**src/rtl/burst_memory.sv**
```systemverilog
// Single-port word memory with valid/ready bursts, programmable wait states,
// byte-lane write strobes and an error response for out-of-range beats.
module burst_memory #(
    parameter int WIDTH       = 32,
    parameter int DEPTH       = 12,
    parameter int ADDR_WIDTH  = 4,
    parameter int WAIT_STATES = 2,
    parameter int LEN_WIDTH   = 2
) (
    input  logic                  clk,
    input  logic                  rst,
    input  logic                  valid,
    input  logic                  wr_rd,
    input  logic [ADDR_WIDTH-1:0] addr,
    input  logic [LEN_WIDTH-1:0]  len,
    input  logic [WIDTH-1:0]      wdata,
    input  logic [WIDTH/8-1:0]    wstrb,
    output logic                  ready,
    output logic [WIDTH-1:0]      rdata,
    output logic                  error
);

    localparam int BYTES = WIDTH / 8;
    localparam int CNT_W = (WAIT_STATES > 0) ? $clog2(WAIT_STATES + 1) : 1;
    localparam int IDX_W = (DEPTH > 1) ? $clog2(DEPTH) : 1;

    localparam logic [1:0] ST_IDLE = 2'd0;
    localparam logic [1:0] ST_WAIT = 2'd1;
    localparam logic [1:0] ST_BEAT = 2'd2;

    localparam logic [1:0]            ST_GAP   = (WAIT_STATES == 0) ? ST_BEAT : ST_WAIT;
    localparam logic [CNT_W-1:0]      CNT_LOAD = CNT_W'(WAIT_STATES);
    localparam logic [ADDR_WIDTH:0]   DEPTH_L  = (ADDR_WIDTH + 1)'(DEPTH);

    logic [1:0]            state_reg, state_next;
    logic [CNT_W-1:0]      cnt_reg, cnt_next;
    logic [ADDR_WIDTH:0]   beat_addr_reg, beat_addr_next;
    logic [LEN_WIDTH-1:0]  beats_left_reg, beats_left_next;
    logic                  wr_reg, wr_next;
    logic                  ready_reg;
    logic [WIDTH-1:0]      rdata_reg;
    logic                  error_reg;

    logic                  access;
    logic                  in_range;
    logic                  wr_en;
    logic [IDX_W-1:0]      mem_idx;
    logic [ADDR_WIDTH:0]   addr_sum;
    logic [ADDR_WIDTH:0]   addr_inc;
    logic [WIDTH-1:0]      rd_word;

    // A beat only happens while the requester still holds valid; a low valid aborts.
    assign access   = (state_reg == ST_BEAT) && valid;
    assign in_range = (beat_addr_reg < DEPTH_L);
    assign wr_en    = access && wr_reg && in_range;
    assign mem_idx  = beat_addr_reg[IDX_W-1:0];

    // The carry bit is sticky so a long burst can never wrap back into range.
    assign addr_sum = beat_addr_reg + 1'b1;
    assign addr_inc = {beat_addr_reg[ADDR_WIDTH] | addr_sum[ADDR_WIDTH],
                       addr_sum[ADDR_WIDTH-1:0]};

    genvar gi;
    generate
        for (gi = 0; gi < BYTES; gi++) begin : g_lane
            logic [7:0] lane_mem [DEPTH];

            always_ff @(posedge clk) begin
                if (!rst) begin
                    for (int i = 0; i < DEPTH; i++) begin
                        lane_mem[IDX_W'(i)] <= '0;
                    end
                end else if (wr_en && wstrb[gi]) begin
                    lane_mem[mem_idx] <= wdata[8*gi +: 8];
                end
            end

            assign rd_word[8*gi +: 8] = lane_mem[mem_idx];
        end
    endgenerate

    always_comb begin
        state_next      = state_reg;
        cnt_next        = cnt_reg;
        beat_addr_next  = beat_addr_reg;
        beats_left_next = beats_left_reg;
        wr_next         = wr_reg;
        case (state_reg)
            ST_IDLE: begin
                if (valid) begin
                    wr_next         = wr_rd;
                    beat_addr_next  = {1'b0, addr};
                    beats_left_next = len;
                    cnt_next        = CNT_LOAD;
                    state_next      = ST_GAP;
                end
            end
            ST_WAIT: begin
                if (!valid) begin
                    state_next = ST_IDLE;
                end else begin
                    cnt_next = cnt_reg - 1'b1;
                    if (cnt_reg <= CNT_W'(1)) begin
                        state_next = ST_BEAT;
                    end
                end
            end
            ST_BEAT: begin
                if (!valid) begin
                    state_next = ST_IDLE;
                end else begin
                    beat_addr_next = addr_inc;
                    if (beats_left_reg == '0) begin
                        state_next = ST_IDLE;
                    end else begin
                        beats_left_next = beats_left_reg - 1'b1;
                        cnt_next        = CNT_LOAD;
                        state_next      = ST_GAP;
                    end
                end
            end
            default: begin
                state_next = ST_IDLE;
            end
        endcase
    end

    always_ff @(posedge clk) begin
        if (!rst) begin
            state_reg      <= ST_IDLE;
            cnt_reg        <= '0;
            beat_addr_reg  <= '0;
            beats_left_reg <= '0;
            wr_reg         <= 1'b0;
            ready_reg      <= 1'b0;
            rdata_reg      <= '0;
            error_reg      <= 1'b0;
        end else begin
            state_reg      <= state_next;
            cnt_reg        <= cnt_next;
            beat_addr_reg  <= beat_addr_next;
            beats_left_reg <= beats_left_next;
            wr_reg         <= wr_next;
            ready_reg      <= access;
            error_reg      <= access && !in_range;
            rdata_reg      <= (access && !wr_reg && in_range) ? rd_word : '0;
        end
    end

    assign ready = ready_reg;
    assign rdata = rdata_reg;
    assign error = error_reg;

endmodule

```
**config.mk**
```make
export PLATFORM = sky130hd
export DESIGN_NAME = burst_memory
export DESIGN_NICKNAME = d
export VERILOG_FILES = /design/src/rtl/burst_memory.sv
export SDC_FILE = /design/constraint.sdc
export NUM_CORES = 1
export LEC_CHECK = 0
export CORE_MARGIN = 4
export CORE_UTILIZATION = 45
export CTS_CLUSTER_SIZE = 40
export DETAILED_ROUTE_END_ITERATION = 10
export SETUP_SLACK_MARGIN = 0.15
export SLEW_MARGIN = 0
export SYNTH_ARGS = -nofsm -noshare
export SYNTH_HDL_FRONTEND = slang
export SYNTH_SLANG_ARGS = --single-unit
```
**constraint.sdc**
```tcl
create_clock -name clk -period 3.2 [get_ports clk]
set_input_delay 0.48 -clock clk [delete_from_list [all_inputs] [get_ports clk]]
set_output_delay 0.48 -clock clk [all_outputs]
set_load 0.1 [all_outputs]
```
* After elaboration in Yosys (flattened, before gate mapping) *
Memories as Yosys holds them, arrays and structs flattened. A register that Yosys moved wholly into a read port is not among the register bits.
Index checks and enable logic that the tools add are counted.

word-level totals
  ROM bits = 0
  memories = 4
  output and inout bits = 34
  register bits after elaboration = 14
  input bits = 46
  latch bits = 0
  logic and storage cells = 97
  RAM bits = 384

memories
  memory              depth  bits a word  read ports  clocked after Yosys merged registers in  write ports  line  RTL
  g_lane[0].lane_mem  12     8            1           1                                        12           66    logic [7:0] lane_mem [DEPTH];
  g_lane[1].lane_mem  12     8            1           1                                        12           66
  g_lane[2].lane_mem  12     8            1           1                                        12           66
  g_lane[3].lane_mem  12     8            1           1                                        12           66

cells by class
  div/mod/pow operators = 0
  $lt $le $gt $ge = 2
  muxes and demuxes = 43
  shift operators = 0
  multiply operators = 0
  bitwise gates (word level) = 1
  add/sub/neg operators = 3
  eq/ne operators = 7
  reduce and logical (&&, ||, !) cells = 30

operators with widths
  cell                                                                           count
  8-bit two-way mux                                                              4
  8-bit OR reduction                                                             4
  2-bit two-way mux                                                              10
  1-bit two-way mux                                                              19
  4-bit two-way mux                                                              4
  2-bit case mux with 3 select lines                                             2
  1-bit logical AND                                                              10
  5-bit two-way mux                                                              2
  5-bit case mux with 2 select lines                                             1
  2-bit inequality test (second input constant)                                  4
  1-bit logical NOT                                                              6
  2-bit AND reduction                                                            3
  5-bit by 1-bit adder with 5-bit output (second input constant)                 1
  5-bit by 4-bit less-than comparator with 1-bit output (second input constant)  1
  5-bit AND reduction                                                            1
  2-bit logical NOT                                                              2
  2-bit case mux with 2 select lines                                             1
  4-bit AND reduction                                                            1
  2-bit by 1-bit subtractor with 2-bit output (second input constant)            2
  3-bit inequality test (second input constant)                                  1
  3-bit AND reduction                                                            1
  3-bit nonzero test                                                             1
  2-bit by 1-bit == test with 1-bit output (second input constant)               1
  2-bit == test (second input constant)                                          1
  other kinds (3)                                                                3

* Logic depth before layout (Yosys ltp) *
  depth in word-level cells = 10
  gate-level depth with buffers = 8
  depth with buffers taken out = 6

* Worst setup path before layout *
OpenSTA, ideal clock, no wires.

  kind = register -> register
  start point = reg beat_addr_reg[1]
  end point = mem g_lane[1].lane_mem[8][0] (enable)
  data required time = 2816 ps
  clock period less this slack = 2325 ps
  cell stages (with the launch flop) = 8
  arrival = 1941 ps
  path slack = 875 ps
  library setup time = 384 ps
  buffers on the path = 3
  path through = dfxtp_1 > buf_2 > buf_2 > buf_2 > inv_1 > ha_1 > nand2_1 > o21ai_0

RTL lines
  what                    line  RTL
  from (decl)             37    logic [ADDR_WIDTH:0] beat_addr_reg, beat_addr_next;
  from (signal assigned)  141   beat_addr_reg <= beat_addr_next;
  to (decl)               66

==> flow_metrics.py <==
metrics = {
    "final_layout": {
        "n_antenna_cell": 0,
        "largest_reg_flops": 384,
        "final_cell_mix": "and2_1, edfxtp_1, mux4_2",
        "layout-drive-gt1-share": 0.200,
        "final_util": 0.535,
        "finalNetCount": 1430,
        "area_delta_synth_final_pct": 16.4,
        "final_cells": 1947,
        "fillers": 3308,
    },
    "floorplan": {
        "core_mm2": 0.0412,
        "num_rows": 74,
        "io_pins": 80,
        "dieWidth_um": 213,
        "die_area_mm2": 0.0454,
        "start_util": 0.459,
        "fp.dieH_um": 213,
    },
    "sta": {
        "rsz0062_at_grt": "false",
        "finalClockSkew_ps": 12.2,
        "fin_crit_sh": 0.816,
        "fin_crit_ps": 2610,
        "relSlewSlack": 0.343,
        "finalSetupViolations": 0,
        "slew_viol_final": 0,
        "worstMarginPinSlew_ps": 983,
        "fmax_ghz": 0.383,
        "hold_viol": 0,
        "fin_setup_tns_ps": 0,
    },
    "placed_design": {
        "dp.cells": 1863,
        "port-buffer-count": 79,
        "dp_hpwl_um": 29900,
        "gp_congestion": 0.766,
    },
    "worst_setup_path": {
        "cp_data_arrival_time_ps": 2900,
        "crit_type": "flop to flop",
        "start_kind": "flop",
        "critPathCaptureType": "flop",
        "cp.required_ps": 3490,
        "cp_max_fo": 12,
    },
    "yosys": {
        "synth-edff-count": 384,
        "ys.flop_type": "edfxtp_1",
        "yosysSeqAreaShare": 0.658,
        "yosysTopAreaCell": "edfxtp_1",
        "synth_nets": 1320,
        "yosysUniqueCellTypes": 38,
        "yosysTopAreaCellShare": 0.609,
        "ys_warn_count": 0,
        "synthCells": 1268,
        "ys_top_cells_by_area": "edfxtp_1, and2_1, mux4_2",
        "ys_ff_latch": 430,
        "postSynthAreaPerCell_um2": 14.9,
        "synth-async-reset-ratio": 0,
        "syn_area_mm2": 0.0189,
    },
    "cts": {
        "clock_sinks": 430,
        "clk_latency_ps": 580,
        "ctsHoldBuffers": 0,
        "clock_path_buffers": 3,
        "cts_resized": 0,
        "cts_setup_buffers": 0,
        "clk_pin_slew_ps": 60,
        "ctsRootBufferMaster": "clkbuf_16",
        "cts_tree": "built",
        "cts.htree.levels": 2,
        "numCtsBuffers": 45,
    },
    "detailed_routing": {
        "routedWlPerCell_um": 23.4,
        "drtIter0Drc": 1096,
        "ant_nets": 0,
        "dr_total_vias": 10500,
        "firstDrtPassIters": 5,
        "drcViolationCount": 0,
        "routed_wl_um": 45500,
        "drt-vias-per-instance": 5.41,
    },
    "global_routing": {
        "grt_max_degree": 54,
        "grt_antenna_before_repair": 0,
        "grt.overflow.total": 0,
        "grt.total_usage": 0.204,
        "grt_pass1_wl_um": 68200,
        "grt_pass1_vias": 10700,
    },
    "power": {
        "power_mw": 12.5,
        "powerDensity_mw_per_mm2": 566,
        "ir_worst_vdd_uv": 325,
        "p_leak_nw": 7.99,
    },
    "worst_hold_path": {
        "min_path_type": "flop to flop",
    },
    "status": {
        "outcome": "completed",
    },
    "flow_run": {
        "drv_cap": 0,
    },
}
[final timing paths]
path | startpoint | end | slack, ps | cells past startpoint
worst min-delay path | beats_left_reg[0]$_SDFFE_PN0P_ | beats_left_reg[0]$_SDFFE_PN0P_ | 490 | 1
worst min register to register | beats_left_reg[0]$_SDFFE_PN0P_ | beats_left_reg[0]$_SDFFE_PN0P_ | 490 | 1
worst max register to register | beat_addr_reg[2]$_SDFFE_PN0P_ | g_lane[1].lane_mem[5][5]$_SDFFCE_PN0P_ | 590 | 4
worst max-delay path | beat_addr_reg[2]$_SDFFE_PN0P_ | g_lane[1].lane_mem[5][5]$_SDFFCE_PN0P_ | 590 | 4
[cells by family (layout without fill, tap and decap cells)]
group | count (synthesis) | count (layout) | share of synthesized area
XOR/XNOR | 1 | 1 | 0.000463
AND/OR/NAND/NOR | 542 | 542 | 0.170
buffers and inverters | 88 | 235 | 0.0198
flip-flops | 430 | 430 | 0.658
AO/OA/AOI/OAI | 103 | 103 | 0.0328
multiplexers | 98 | 98 | 0.115
adder cells (fa/ha/maj) | 6 | 6 | 0.00397
[layout make-up]
cell class / count / area, µm² / share of cell area
Tap cell: 532 / 666 / 0.0302
Inverter: 7 / 26.3 / 0.00119
Timing Repair Buffer: 144 / 1270 / 0.0577
Clock buffer: 60 / 1230 / 0.0560
Clock inverter: 24 / 264 / 0.0120
Sequential cell: 430 / 12500 / 0.565
Multi-Input combinational cell: 750 / 6120 / 0.278
[where the power goes]
group | internal [mW] | total [mW] | switching, mW | leakage (nW)
Clock | 3.19 | 5.36 | 2.16 | 0.738
Sequential | 6.26 | 6.36 | 0.0949 | 4.35
Combinational | 0.334 | 0.773 | 0.439 | 2.90
[worst max-delay path: stages (launching register included)]
cell and delay, ps:
dfxtp_1 690, nor3b_4 340, nand2_1 370, o21ai_0 660
buf_4 270
[metal layers]
| metal | global-route usage | part of all wire | routed length [µm] | vias up |
|---|---|---|---|---|
| met5 | 0 | 0 | 0 | - |
| met4 | 0.0635 | 0.025 | 1130 | 0 |
| met3 | 0.0344 | 0.062 | 2810 | 60 |
| met2 | 0.318 | 0.47 | 21400 | 340 |
| met1 | 0.297 | 0.44 | 20100 | 5300 |
| li1 | - | - | - | 4843 |
[stage by stage]
stage          instance area [µm²]  setup slack [ps]  hold slack [ps]
6_report                     22000               590              489
3_3_place_gp                 20500               364              470
4_1_cts                      22000               637              476
2_1_floorplan                18900               875              449
3_5_place_dp                 20500               250              477
5_1_grt                      22000               424              504
[synthesized netlist by cell type (all sizes together) (5+ instances only)]
cell type / number
and2: 384
nand3: 5
ha: 6
nor2: 57
nand2: 79
a21oi: 9
mux4: 96
buf: 33
dfxtp: 46
o21ai: 54
inv: 7
edfxtp: 384
a22oi: 33
clkbuf: 48
Power figures use the tool's default switching activity.
